File: src/rtl/i2c_pkg.sv
// Shared definitions for the I2C master write path: writer command codes and
// the write-controller state encoding.
package i2c_pkg;

  localparam logic [2:0] CMD_START = 3'b001;
  localparam logic [2:0] CMD_BYTE  = 3'b011;
  localparam logic [2:0] CMD_STOP  = 3'b100;
  localparam logic [2:0] CMD_ACK   = 3'b111;
  localparam logic [2:0] CMD_NACK  = 3'b101;

  typedef enum logic [3:0] {
    ST_IDLE,
    ST_START,
    ST_ADDR,
    ST_ADDR_ACK,
    ST_FETCH,
    ST_DATA,
    ST_DATA_ACK,
    ST_STOP,
    ST_DONE,
    ST_WAIT_REL
  } ctrl_state_t;

endpackage

File: src/rtl/i2c_tx_shifter.sv
// 8-bit parallel-load, left-shift register feeding the byte writer MSB first.
module i2c_tx_shifter (
  input  logic       clock,
  input  logic       reset,
  input  logic       load_en,
  input  logic       shift_en,
  input  logic [7:0] load_data,
  output logic       serial_out
);

  logic [7:0] shreg;

  always_ff @(posedge clock) begin
    if (reset)         shreg <= '0;
    else if (load_en)  shreg <= load_data;
    else if (shift_en) shreg <= {shreg[6:0], 1'b0};
  end

  assign serial_out = shreg[7];

endmodule

File: src/rtl/i2c_master_write_ctrl.sv
// Write-transaction sequencer: START, address+W, data bytes, STOP over the byte
// writer's go/finish handshake. Define I2C_CTRL_ACK_CHECK_EN to abort on NACK.
//
// state       | meaning
// ST_IDLE     | waiting for start_req
// ST_START    | writer issuing START
// ST_ADDR     | writer shifting address+W byte
// ST_ADDR_ACK | ACK slot after the address
// ST_FETCH    | waiting for the next data byte from the host
// ST_DATA     | writer shifting a data byte
// ST_DATA_ACK | ACK slot after a data byte
// ST_STOP     | writer issuing STOP
// ST_DONE     | one-cycle completion
// ST_WAIT_REL | waiting for finish to drop before moving to resume state
module i2c_master_write_ctrl
  import i2c_pkg::*;
(
  input  logic       clock,
  input  logic       reset,
  input  logic       start_req,
  input  logic [6:0] slave_addr,
  input  logic [3:0] byte_count,
  input  logic [7:0] wr_data,
  input  logic       wr_valid,
  output logic       wr_ready,
  output logic       busy,
  output logic       done,
  output logic       nack_err,
  output logic       wb_go,
  output logic [2:0] wb_command,
  output logic       wb_data,
  input  logic       wb_load,
  input  logic       wb_finish,
  output logic       ack_go,
  input  logic       ack_finish,
  input  logic       ack_bit
);

  ctrl_state_t state, state_nxt, resume, resume_nxt;
  logic [3:0]  remaining;
  logic        accept, fetch_xfer, nack_seen, in_ack;
  logic        load_en, shift_en;
  logic [7:0]  load_data;

  assign accept     = (state == ST_IDLE) && start_req;
  assign fetch_xfer = (state == ST_FETCH) && wr_valid;
  assign in_ack     = (state == ST_ADDR_ACK) || (state == ST_DATA_ACK);

`ifdef I2C_CTRL_ACK_CHECK_EN
  assign nack_seen = ack_finish & ack_bit;

  always_ff @(posedge clock) begin
    if (reset)                     nack_err <= 1'b0;
    else if (accept)               nack_err <= 1'b0;
    else if (in_ack && nack_seen)  nack_err <= 1'b1;
  end
`else
  logic unused_ack_bit;
  assign unused_ack_bit = ack_bit;
  assign nack_seen      = 1'b0;
  assign nack_err       = 1'b0;
`endif

  always_ff @(posedge clock) begin
    if (reset) begin
      state  <= ST_IDLE;
      resume <= ST_IDLE;
    end else begin
      state  <= state_nxt;
      resume <= resume_nxt;
    end
  end

  always_ff @(posedge clock) begin
    if (reset)           remaining <= '0;
    else if (accept)     remaining <= byte_count;
    else if (fetch_xfer) remaining <= remaining - 4'd1;
  end

  always_comb begin
    state_nxt  = state;
    resume_nxt = resume;
    unique case (state)
      ST_IDLE:  if (start_req) state_nxt = ST_START;
      ST_START: if (wb_finish) begin
        state_nxt  = ST_WAIT_REL;
        resume_nxt = ST_ADDR;
      end
      ST_ADDR:  if (wb_finish) begin
        state_nxt  = ST_WAIT_REL;
        resume_nxt = ST_ADDR_ACK;
      end
      ST_ADDR_ACK, ST_DATA_ACK: if (ack_finish) begin
        state_nxt  = ST_WAIT_REL;
        resume_nxt = (nack_seen || remaining == 4'd0) ? ST_STOP : ST_FETCH;
      end
      ST_FETCH: if (wr_valid) state_nxt = ST_DATA;
      ST_DATA:  if (wb_finish) begin
        state_nxt  = ST_WAIT_REL;
        resume_nxt = ST_DATA_ACK;
      end
      ST_STOP:  if (wb_finish) begin
        state_nxt  = ST_WAIT_REL;
        resume_nxt = ST_DONE;
      end
      ST_DONE:     state_nxt = ST_IDLE;
      ST_WAIT_REL: if (!wb_finish && !ack_finish) state_nxt = resume;
      default:     state_nxt = ST_IDLE;
    endcase
  end

  always_comb begin
    busy       = (state != ST_IDLE) && (state != ST_DONE);
    done       = (state == ST_DONE);
    wr_ready   = fetch_xfer;
    ack_go     = in_ack;
    wb_go      = 1'b0;
    wb_command = 3'b000;
    unique case (state)
      ST_START: begin
        wb_go      = 1'b1;
        wb_command = CMD_START;
      end
      ST_ADDR, ST_DATA: begin
        wb_go      = 1'b1;
        wb_command = CMD_BYTE;
      end
      ST_STOP: begin
        wb_go      = 1'b1;
        wb_command = CMD_STOP;
      end
      default: ;
    endcase
  end

  // Address is loaded at accept so it is already on wb_data when ADDR starts.
  assign load_en   = accept || fetch_xfer;
  assign load_data = accept ? {slave_addr, 1'b0} : wr_data;
  assign shift_en  = wb_load && ((state == ST_ADDR) || (state == ST_DATA));

  i2c_tx_shifter u_shifter (
    .clock      (clock),
    .reset      (reset),
    .load_en    (load_en),
    .shift_en   (shift_en),
    .load_data  (load_data),
    .serial_out (wb_data)
  );

endmodule

File: config.mk
export PLATFORM = sky130hd
export DESIGN_NAME = i2c_master_write_ctrl
export DESIGN_NICKNAME = d
export VERILOG_FILES = /design/src/rtl/i2c_pkg.sv /design/src/rtl/i2c_tx_shifter.sv /design/src/rtl/i2c_master_write_ctrl.sv
export SDC_FILE = /design/constraint.sdc
export NUM_CORES = 1
export LEC_CHECK = 0
export CAP_MARGIN = 20
export CORE_AREA = 3 3 60 62
export CTS_CLUSTER_DIAMETER = 100
export DETAILED_ROUTE_END_ITERATION = 10
export DIE_AREA = 0 0 63 65
export PLACE_DENSITY = 0.75
export SLEW_MARGIN = 20
export SYNTH_ARGS = -nofsm -noshare
export SYNTH_HDL_FRONTEND = slang
export SYNTH_HIERARCHICAL = 1
export SYNTH_SLANG_ARGS = --single-unit
File: constraint.sdc
create_clock -name clock -period 3.7 [get_ports clock]
set_clock_uncertainty 0.05 [all_clocks]
set_input_delay 0.925 -clock clock [delete_from_list [all_inputs] [get_ports clock]]
set_output_delay 0.925 -clock clock [all_outputs]
set_load 0.02 [all_outputs]
* Word level (Yosys, flattened, before mapping)
Index checks and enable logic that the tools add are counted.
Widths: inputs -> output; s select.
** Cells by class
- Add/sub/neg operators :: 1
- Multiply operators :: 0
- Div/mod/pow operators :: 0
- $lt $le $gt $ge :: 0
- Equality and inequality tests :: 19
- Shift operators :: 0
- Muxes and demuxes :: 20
- Bitwise gates (word level) :: 0
- Reduce and logical (&&, ||, !) cells :: 21
** Operator list (count)
- $mux 4 :: 12
- $pmux 4 s5 :: 2
- $mux 8 :: 3
- $eq 4x3->1 const B :: 4
- $ne 2x2->1 const B :: 8
- $pmux 3 s3 :: 1
- $eq 4x2->1 const B :: 2
- $eq 4x4->1 const B :: 2
- $logic_not 4->1 :: 2
- $reduce_and 6->1 :: 1
- $logic_and 1x1->1 :: 5
- $reduce_and 5->1 :: 1
- $reduce_bool 5->1 :: 1
- $eq 4x1->1 const B :: 1
- $ne 4x4->1 const B :: 1
- $reduce_bool 2->1 :: 2
- $reduce_bool 4->1 :: 1
- $reduce_or 2->1 :: 2
- $reduce_or 4->1 :: 1
- $sub 4x1->4 const B :: 1
- $logic_or 1x1->1 :: 3
- $logic_not 1->1 :: 2
- $mux 2 :: 1
- $ne 2x1->1 const B :: 1
- $mux 1 :: 1
** Word-level totals
- Flip-flop bits (word level) :: 20
- Latch bits :: 0
- Memory bits (writable) :: 0
- ROM bits :: 0
- Input bits :: 27
- Output and inout bits :: 10
- Memories kept :: 0

* Depth between registers and ports, before layout
Gate-level depths: netlist of the first run.
- Depth after elaboration :: 5
- Gate-level depth with buffers :: 9

* Cells and area by module
The synthesis of the first run kept the hierarchy.
** By module, submodules not included
- i2c_master_write_ctrl :: times used 1, cells an instance 138, area an instance 1009.7 µm², sequential area each 240.2 µm²
- i2c_tx_shifter :: times used 1, cells an instance 35, area an instance 369.1 µm², sequential area each 160.2 µm²

* Worst setup path after synthesis of the first run
Ideal clock, no wire load.
- Path kind :: flip-flop to output port
- From :: register state[0]
- To :: output done
- Data arrival time :: 1.436 ns
- Required time :: 2.725 ns
- Setup slack :: 1.289 ns
- Stages on the path, launching flop included :: 5
- Path buffers :: 2
- Path through :: dfxtp_1 > buf_2 > buf_2 > or3_1 > nor2_1
** On the way
- Cells in the longest elaborated chain, start to end :: 1
** RTL lines
- start: declaration :: RTL line i2c_master_write_ctrl.sv:39 : ctrl_state_t state, state_nxt, resume, resume_nxt;
- start signal: assignment :: RTL line i2c_master_write_ctrl.sv:69 : state <= state_nxt;
- $eq 4x4->1 :: RTL line i2c_master_write_ctrl.sv:114 : done = (state == ST_DONE);
- end: declaration :: RTL line i2c_master_write_ctrl.sv:27 : output logic done,
No other way between the ends.

* Worst setup path in the final report of the first run
- From :: input wr_valid
- To :: output wr_ready
** On the way
- Cells in the longest elaborated chain, start to end :: 1
** RTL lines
- start: declaration :: RTL line i2c_master_write_ctrl.sv:24 : input logic wr_valid,
- $logic_and 1x1->1 :: RTL line i2c_master_write_ctrl.sv:46 : assign fetch_xfer = (state == ST_FETCH) && wr_valid;
- end: declaration :: RTL line i2c_master_write_ctrl.sv:25 : output logic wr_ready,
No other way between the ends.

==> results.yml, run 1 <==
min_path:
  holdCritStartpoint: "resume[2]"
  min-delay-path-class: "reg2reg"
clocking:
  cts_root_buffer: "sky130_fd_sc_hd__clkbuf_4"
  cts_resized: 0
  cts_max_path_buffers: 2
  clock_insertion_delay_worst_skew_ns: 0.31
  clock_tree_from_tritoncts: "built"
  number_of_buffers_inserted_during_clock_tree_synthesis: 3
  postCtsSetupRepairBufs: 0
  clkTransAtPathRegs_ns: 0.10
  hold_buffers: 0
  clock_sink_count: 20
  h-tree-depth: 1
synth:
  yosysSeqAreaShare: 0.2904
  synth_top_flop_cell: "sky130_fd_sc_hd__dfxtp_1"
  synth_cell_types: 48
  synth.yosys.warnings: 6
  synth-edff-count: 0
  synth-async-reset-ratio: 0
  synthesis.instances: 173
  synth.cell_area_sq_um: 1379
  synth_area_per_cell_sq_um: 7.970
  syn_nets: 201
  synth.ff_latch_count: 20
floorplanning:
  placementRows: 20
  die_x_microns: 63
  core_area_sq_um: 3078
  floorplan.initialDensity: 0.4480
  io_pins: 37
  dieArea_sq_um: 4095
  dieHeight_microns: 65
place:
  dp_hpwl_mm: 2.395
  finalWeightedCongestion: 0.8503
  port-buffer-count: 34
global_route:
  grt_pass1_wl_mm: 5.430
  antenna_found_initial: 0
  gr-total-overflow: 0
  global_router_s_overall_resource_usage: 0.1637
  grt_pass1_vias: 1198
  grt_start_max_net_pins: 24
routing:
  post_drt_via_cell_ratio: 5.400
  post_drt_wl_per_cell_microns: 13.25
  detailedRoute.firstPassIterationCount: 4
  initialDrtViolationCount: 57
  drt-total-wl_mm: 3.247
  drc: 0
  num_vias: 1323
  route.antenna.remaining_nets: 0
worst_setup_path:
  worstPathArrival_ns: 2.38
  critical_path_class: "in2out"
  critical_path.startpoint_type: "primary input"
  startpoint: "wr_valid"
  timing.rr.start: "state[1]"
  timing.reg2reg.setup_slack_ns: 1.43
  crit_path_max_fanout: 5
  critPathCaptureType: "primary output"
  critPathRequiredTime_ns: 2.72
sta:
  timing.final.setup_violations: 0
  finalWorstPathRequiredPeriod_ns: 3.354
  fin_setup_tns_ns: 0
  report.final.hold_viol_count: 0
  unrepaired_setup_endpoints_after_global_routing: "false"
  slew_viol_final: 0
  maxClockFrequency_mhz: 298.2
  final_critical_path_share_of_the_clock_period: 0.9064
final_layout:
  flow.area_growth_from_synthesis_pct: 28.04
  drive_gt1_frac: 0.08955
  antenna_cells: 0
  finalNetCount: 230
pwr:
  total_leakage_power_uw: 0.0006722
  cellPowerDensity_nw_per_um2: 363.4
  worst_ir_drop_on_vdd_mv: 0.2719
  p_total_uw: 641.6
flow_run:
  cap_viol_max_count: 0
status:
  status: "finished, final reports clean"
==> logic make-up after synthesis <==
| group | after synthesis | share of synthesized area |
|---|---|---|
| buffers and inverters | 20 | 0.08257 |
| muxes | 12 | 0.1016 |
| AOI/OAI and AO/OA | 33 | 0.1715 |
| and+or+nand+nor | 82 | 0.3149 |
| other | 1 | 0.002720 |
| DFF | 20 | 0.2904 |
| xor gates and xnor gates | 3 | 0.01906 |
| adders and majority gates | 2 | 0.01724 |
==> routing by layer <==
layer	part of all wire	GRT usage	wire length, microns	up-vias
met3	0.042	0.04506	135	4
li1	-	-	-	664
met5	0	0	0	-
met2	0.50	0.2793	1627	27
met4	0.012	0.05234	38	0
met1	0.45	0.1985	1446	628
==> path summary, 6_finish.rpt <==
| kind | end | depth (start not counted) |
|---|---|---|
| min reg2reg | resume[2] | 2 |
| min | resume[2] | 2 |
| max reg2reg | u_shifter/shreg[5] | 6 |
| max | wr_ready | 3 |
==> layout make-up <==
class                      instances  area (sq um)
timing repair buffer              38         370.4
inverter                           6         22.52
multi-input combinational        133         864.6
fill                             288          1313
tap                               44         55.05
clock buffer                       3         22.52
sequential                        20         400.4
clock inverter                     1         30.03
==> power by group <==
group | switching (uW) | internal [uW] | total [uW]
logic | 102 | 102 | 204
registers | 21.5 | 238 | 260
clock network | 68.4 | 110 | 178
==> flip-flops by register name, summed over array words and instances, names as in the netlist <==
| register | cells |
|---|---|
| u_shifter/shreg | 8 |
| remaining | 4 |
| state | 4 |
| resume | 4 |
==> cells in the mapped netlist, drive strengths merged, types with 2 or more instances <==
| cell type | count | area [sq um] |
|---|---|---|
| a211oi | 10 | 75.07 |
| a21oi | 8 | 40.04 |
| a31oi | 3 | 18.77 |
| a32oi | 2 | 25.03 |
| and2 | 4 | 25.03 |
| and3 | 3 | 18.77 |
| buf | 12 | 77.57 |
| dfxtp | 20 | 400.4 |
| inv | 6 | 22.52 |
| mux2 | 4 | 60.06 |
| mux2i | 8 | 80.08 |
| nand2 | 29 | 108.9 |
| nand2b | 4 | 25.02 |
| nand3 | 2 | 10.01 |
| nand4 | 4 | 25.02 |
| nor2 | 8 | 32.54 |
| nor2b | 12 | 75.07 |
| nor3 | 5 | 30.03 |
| o21ai | 2 | 10.01 |
| or2 | 3 | 18.77 |
| or3 | 2 | 12.51 |
| or3b | 2 | 17.52 |
| xnor2 | 2 | 17.52 |
==> through the flow <==
step	hold slack, ns	setup slack [ns]	area [sq um]	utilization	std cells
floorplan	0.3775	1.289	1379	-	173
global placement	0.4011	0.3843	1713	0.5565	241
detailed placement	0.4126	0.3562	1713	0.5565	241
CTS	0.4319	0.3472	1765	0.5736	245
global route	0.4491	0.2871	1765	0.5736	245
finish	0.4264	0.3462	1765	0.5736	245
==> worst max-delay path, stage by stage <==
cell and delay, ns:
sky130_fd_sc_hd__clkdlybuf4s50_1 0.56, sky130_fd_sc_hd__and3_1 0.26, sky130_fd_sc_hd__clkdlybuf4s50_1 0.63
==> placed cells by master (no fill, tap or decap), types with 5 or more instances in the layout <==
cell type                         count
sky130_fd_sc_hd__mux2i_1              8
sky130_fd_sc_hd__dfxtp_1             20
sky130_fd_sc_hd__nor2_1               7
sky130_fd_sc_hd__a211oi_1            10
sky130_fd_sc_hd__a21oi_1              8
sky130_fd_sc_hd__nor2b_1             12
sky130_fd_sc_hd__nand2_1             29
sky130_fd_sc_hd__inv_1                5
sky130_fd_sc_hd__clkdlybuf4s50_1     34
Note: power is estimated with default switching activity, not from simulation.
==> run 2: changes to the inputs <==
CAP_MARGIN = default   (was 20)
REMOVE_ABC_BUFFERS = 1   (was default)
==> results.yml, run 2 (synthesized netlist as in run 1, its figures left out) <==
pwr:
  comb_pwr_share: 0.320
  cellPowerDensity_nw_per_um2: 364.7
  p_switching_uw: 196.3
  power_frac_clock: 0.283
  power_switching_share: 0.3050
  cell_internal_power_dissipation_uw: 447.4
  worst_ir_drop_on_vdd_mv: 0.3297
  p_total_uw: 643.8
  total_leakage_power_uw: 0.0006731
  seqPwrFrac: 0.397
sta:
  timing.final.setup_violations: 0
  tightest_slew_ns: 0.5148
  slew_viol_final: 0
  setup_ws_ns: 0.3447
  maxClockFrequency_mhz: 298.0
  finalWorstPathRequiredPeriod_ns: 3.355
  unrepaired_setup_endpoints_after_global_routing: "false"
  final_critical_path_share_of_the_clock_period: 0.9068
  fin_setup_tns_ns: 0
  slew_headroom: 0.6559
  report.final.hold_viol_count: 0
clocking:
  clock_insertion_delay_worst_skew_ns: 0.31
  clock_sink_count: 20
  number_of_buffers_inserted_during_clock_tree_synthesis: 3
  cts_root_buffer: "sky130_fd_sc_hd__clkbuf_4"
  clkTransAtPathRegs_ns: 0.12
  cts_resized: 0
  hold_buffers: 0
  h-tree-depth: 1
  postCtsSetupRepairBufs: 0
  cts_max_path_buffers: 2
  clock_tree_from_tritoncts: "built"
place:
  placed_cells: 241
  port-buffer-count: 34
  finalWeightedCongestion: 0.8781
  dp_hpwl_mm: 2.512
  setup_slack_at_placement_ns: 0.3549
floorplanning:
  placementRows: 20
  die_x_microns: 63
  core_area_sq_um: 3078
  floorplan.initialDensity: 0.4480
  dieHeight_microns: 65
  dieArea_sq_um: 4095
  io_pins: 37
global_route:
  grt_start_max_net_pins: 20
  grt_pass1_wl_mm: 5.430
  antenna_found_initial: 0
  global_router_s_overall_resource_usage: 0.1638
  gr-total-overflow: 0
  grt_pass1_vias: 1219
routing:
  post_drt_via_cell_ratio: 5.408
  route.antenna.remaining_nets: 0
  drt-total-wl_mm: 3.272
  drc: 0
  initialDrtViolationCount: 32
  post_drt_wl_per_cell_microns: 13.36
  num_vias: 1325
  detailedRoute.firstPassIterationCount: 4
worst_setup_path:
  crit_path_max_fanout: 5
  critPathRequiredTime_ns: 2.72
  worstPathArrival_ns: 2.38
  critical_path_class: "in2out"
  critPathCaptureType: "primary output"
  critical_path.startpoint_type: "primary input"
final_layout:
  max_flop_register: "u_shifter/shreg"
  largest_register_ffs: 8
  mostFrequentLayoutCell: "sky130_fd_sc_hd__clkdlybuf4s50_1"
  drive_gt1_frac: 0.08955
  multi_input_area_sq_um: 864.6
  fill_cells: 293
  antenna_cells: 0
  finalNetCount: 230
  instances_no_fill: 245
  mostFrequentLayoutCells: "sky130_fd_sc_hd__clkdlybuf4s50_1 (34), sky130_fd_sc_hd__nand2_1 (29), sky130_fd_sc_hd__dfxtp_1 (20)"
  flow.area_growth_from_synthesis_pct: 28.04
  seq_area_sq_um: 400.4
  finalCoreUtilization: 0.5736
status:
  status: "finished, final reports clean"
min_path:
  min-delay-path-class: "reg2reg"
flow_run:
  cap_viol_max_count: 0
## run 2: routing by layer
| layer | part of all wire | wire length, microns | global-route usage | vias up |
|---|---|---|---|---|
| met5 | 0 | 0 | 0 | - |
| met4 | 0.011 | 36 | 0.05234 | 0 |
| met3 | 0.040 | 131 | 0.05026 | 6 |
| met2 | 0.50 | 1624 | 0.2714 | 29 |
| met1 | 0.45 | 1479 | 0.2021 | 631 |
| li1 | - | - | - | 659 |
## run 2: power groups by stage
stage,Clock (uW),Sequential [uW],Combinational [uW]
floorplan,0,265,117
global placement,0,259,199
detailed placement,0,260,205
CTS,185,255,206
global route,196,258,227
finish,182,256,206
## run 2: worst max-delay path: stages
cell                              delay (ns)
sky130_fd_sc_hd__clkdlybuf4s50_1        0.56
sky130_fd_sc_hd__and3_1                 0.26
sky130_fd_sc_hd__clkdlybuf4s50_1        0.63
## run 2: metrics by stage
stage / hold slack (ns) / area (sq um)
final: 0.4173 / 1765
after global routing: 0.4482 / 1765
after CTS: 0.4198 / 1765
after detailed placement: 0.3994 / 1713
after global placement: 0.3900 / 1713
after floorplan: 0.3713 / 1287
## run 2: cell type report
| cell class | count | area share |
|---|---|---|
| clock buffer | 3 | 0.01276 |
| inverter | 6 | 0.01276 |
| tap | 44 | 0.03118 |
| sequential | 20 | 0.2268 |
| clock inverter | 1 | 0.01701 |
| multi-input combinational | 133 | 0.4897 |
| timing repair buffer | 38 | 0.2098 |
## run 2: path summary, 6_finish.rpt
| path | start | end | slack [ns] | cells after the start |
|---|---|---|---|---|
| worst max-delay path | wr_valid | wr_ready | 0.34 | 3 |
| worst min-delay path | resume[2] | resume[2] | 0.42 | 2 |
| worst max register to register | state[2] | u_shifter/shreg[1] | 1.45 | 6 |
| worst min register to register | resume[2] | resume[2] | 0.42 | 2 |
==> run 3: changes to the inputs <==
CELL_PAD_IN_SITES_DETAIL_PLACEMENT = 1   (was default)
CELL_PAD_IN_SITES_GLOBAL_PLACEMENT = 1   (was default)
CORE_AREA = 3 3 66 68   (was 3 3 60 62)
DIE_AREA = 0 0 69 71   (was 0 0 63 65)
PLACE_DENSITY = 0.82   (was 0.75)
==> results.yml, run 3 (synthesized netlist as in run 1, its figures left out) <==
status:
  status: "finished, final reports clean"
global_route:
  grt_pass1_vias: 1339
  grt_pass1_wl_mm: 6.258
  grt_start_max_net_pins: 23
  gr-total-overflow: 0
  global_router_s_overall_resource_usage: 0.1558
  antenna_found_initial: 0
floorplanning:
  dieHeight_microns: 71
  core_area_sq_um: 3914
  dieArea_sq_um: 4899
  io_pins: 37
  placementRows: 23
  die_x_microns: 69
  floorplan.initialDensity: 0.3523
worst_setup_path:
  crit_path_max_fanout: 5
  worstPathArrival_ns: 2.36
  critical_path.startpoint_type: "primary input"
  critPathCaptureType: "primary output"
  timing.reg2reg.setup_slack_ns: 1.44
  critPathRequiredTime_ns: 2.72
  critical_path_class: "in2out"
pwr:
  cell_internal_power_dissipation_uw: 434.9
  cellPowerDensity_nw_per_um2: 360.7
  total_leakage_power_uw: 0.0006785
  p_switching_uw: 208.3
  worst_ir_drop_on_vdd_mv: 0.1540
  comb_pwr_share: 0.330
  p_total_uw: 643.2
  power_switching_share: 0.3238
  seqPwrFrac: 0.399
  power_frac_clock: 0.271
place:
  finalWeightedCongestion: 0.8022
  port-buffer-count: 34
  setup_slack_at_placement_ns: 0.3632
  dp_hpwl_mm: 2.709
  place_area_sq_um: 1728
clocking:
  clock_insertion_delay_worst_skew_ns: 0.27
  hold_buffers: 0
  clock_sink_count: 20
  cts_root_buffer: "sky130_fd_sc_hd__clkbuf_8"
  clkTransAtPathRegs_ns: 0.08
  postCtsSetupRepairBufs: 0
  clock_tree_from_tritoncts: "built"
  h-tree-depth: 1
  cts_resized: 0
  number_of_buffers_inserted_during_clock_tree_synthesis: 3
  cts_max_path_buffers: 2
routing:
  num_vias: 1346
  post_drt_wl_per_cell_microns: 15.06
  drc: 0
  route.antenna.remaining_nets: 0
  drt-total-wl_mm: 3.795
  initialDrtViolationCount: 116
  post_drt_via_cell_ratio: 5.341
  detailedRoute.firstPassIterationCount: 4
sta:
  timing.final.setup_violations: 0
  unrepaired_setup_endpoints_after_global_routing: "false"
  report.final.hold_viol_count: 0
  finalWorstPathRequiredPeriod_ns: 3.332
  final_critical_path_share_of_the_clock_period: 0.9005
  setup_ws_ns: 0.3681
  fin_setup_tns_ns: 0
  slew_viol_final: 0
  maxClockFrequency_mhz: 300.1
  hold-worst-slack_ns: 0.4141
final_layout:
  largest_register_ffs: 8
  flow.area_growth_from_synthesis_pct: 29.31
  finalNetCount: 231
  antenna_cells: 0
  max_flop_register: "u_shifter/shreg"
  mostFrequentLayoutCell: "sky130_fd_sc_hd__clkdlybuf4s50_1"
  finish.instance_area_sq_um: 1783
  drive_gt1_frac: 0.09406
  mostFrequentLayoutCells: "sky130_fd_sc_hd__clkdlybuf4s50_1 (34), sky130_fd_sc_hd__nand2_1 (29), sky130_fd_sc_hd__dfxtp_1 (20)"
min_path:
  min-delay-path-class: "reg2reg"
flow_run:
  cap_viol_max_count: 0
run 3: cell types whose count changed in the layout (fill, tap and decap cells not counted):
| cell | delta |
|---|---|
| sky130_fd_sc_hd__buf_4 | +1 |
| sky130_fd_sc_hd__clkbuf_4 | -3 |
| sky130_fd_sc_hd__clkbuf_8 | +4 |
| sky130_fd_sc_hd__bufinv_16 | -1 |
run 3: per-layer routing:
metal | track usage | vias up | routed length, microns | part of all wire
met4 | 0.07375 | 0 | 68 | 0.018
met3 | 0.02557 | 5 | 151 | 0.040
li1 | - | 662 | - | -
met2 | 0.2606 | 36 | 1880 | 0.50
met5 | 0 | - | 0 | 0
met1 | 0.1955 | 643 | 1695 | 0.45
run 3: worst max-delay path, cell delays in order:
cell and delay [ns]:
sky130_fd_sc_hd__clkdlybuf4s50_1 0.54, sky130_fd_sc_hd__and3_1 0.26, sky130_fd_sc_hd__clkdlybuf4s50_1 0.63
run 3: path summary, 6_finish.rpt:
path / start / end / depth (start not counted)
worst min register to register: resume[2] / resume[2] / 2
worst max register to register: state[2] / u_shifter/shreg[1] / 6
worst min-delay path: resume[2] / resume[2] / 2
worst max-delay path: wr_valid / wr_ready / 3
run 3: stage by stage:
stage,std cells,utilization
after floorplan,159,-
after detailed placement,248,0.4415
after global placement,248,0.4415
final,252,0.4556
after CTS,252,0.4556
after global routing,252,0.4556
run 3: power groups by stage:
stage | sequential [uW] | clock (uW) | combinational (uW)
2_1_floorplan | 265 | 0 | 117
5_1_grt | 259 | 187 | 234
3_3_place_gp | 260 | 0 | 206
4_1_cts | 256 | 177 | 214
6_report | 257 | 174 | 212
3_5_place_dp | 261 | 0 | 212
run 3: final cells by class:
class	count	area [sq um]
clock buffer	4	55.05
fill	498	2131
inverter	6	22.52
multi-input combinational	133	864.6
sequential	20	400.4
tap	50	62.56
timing repair buffer	39	377.9
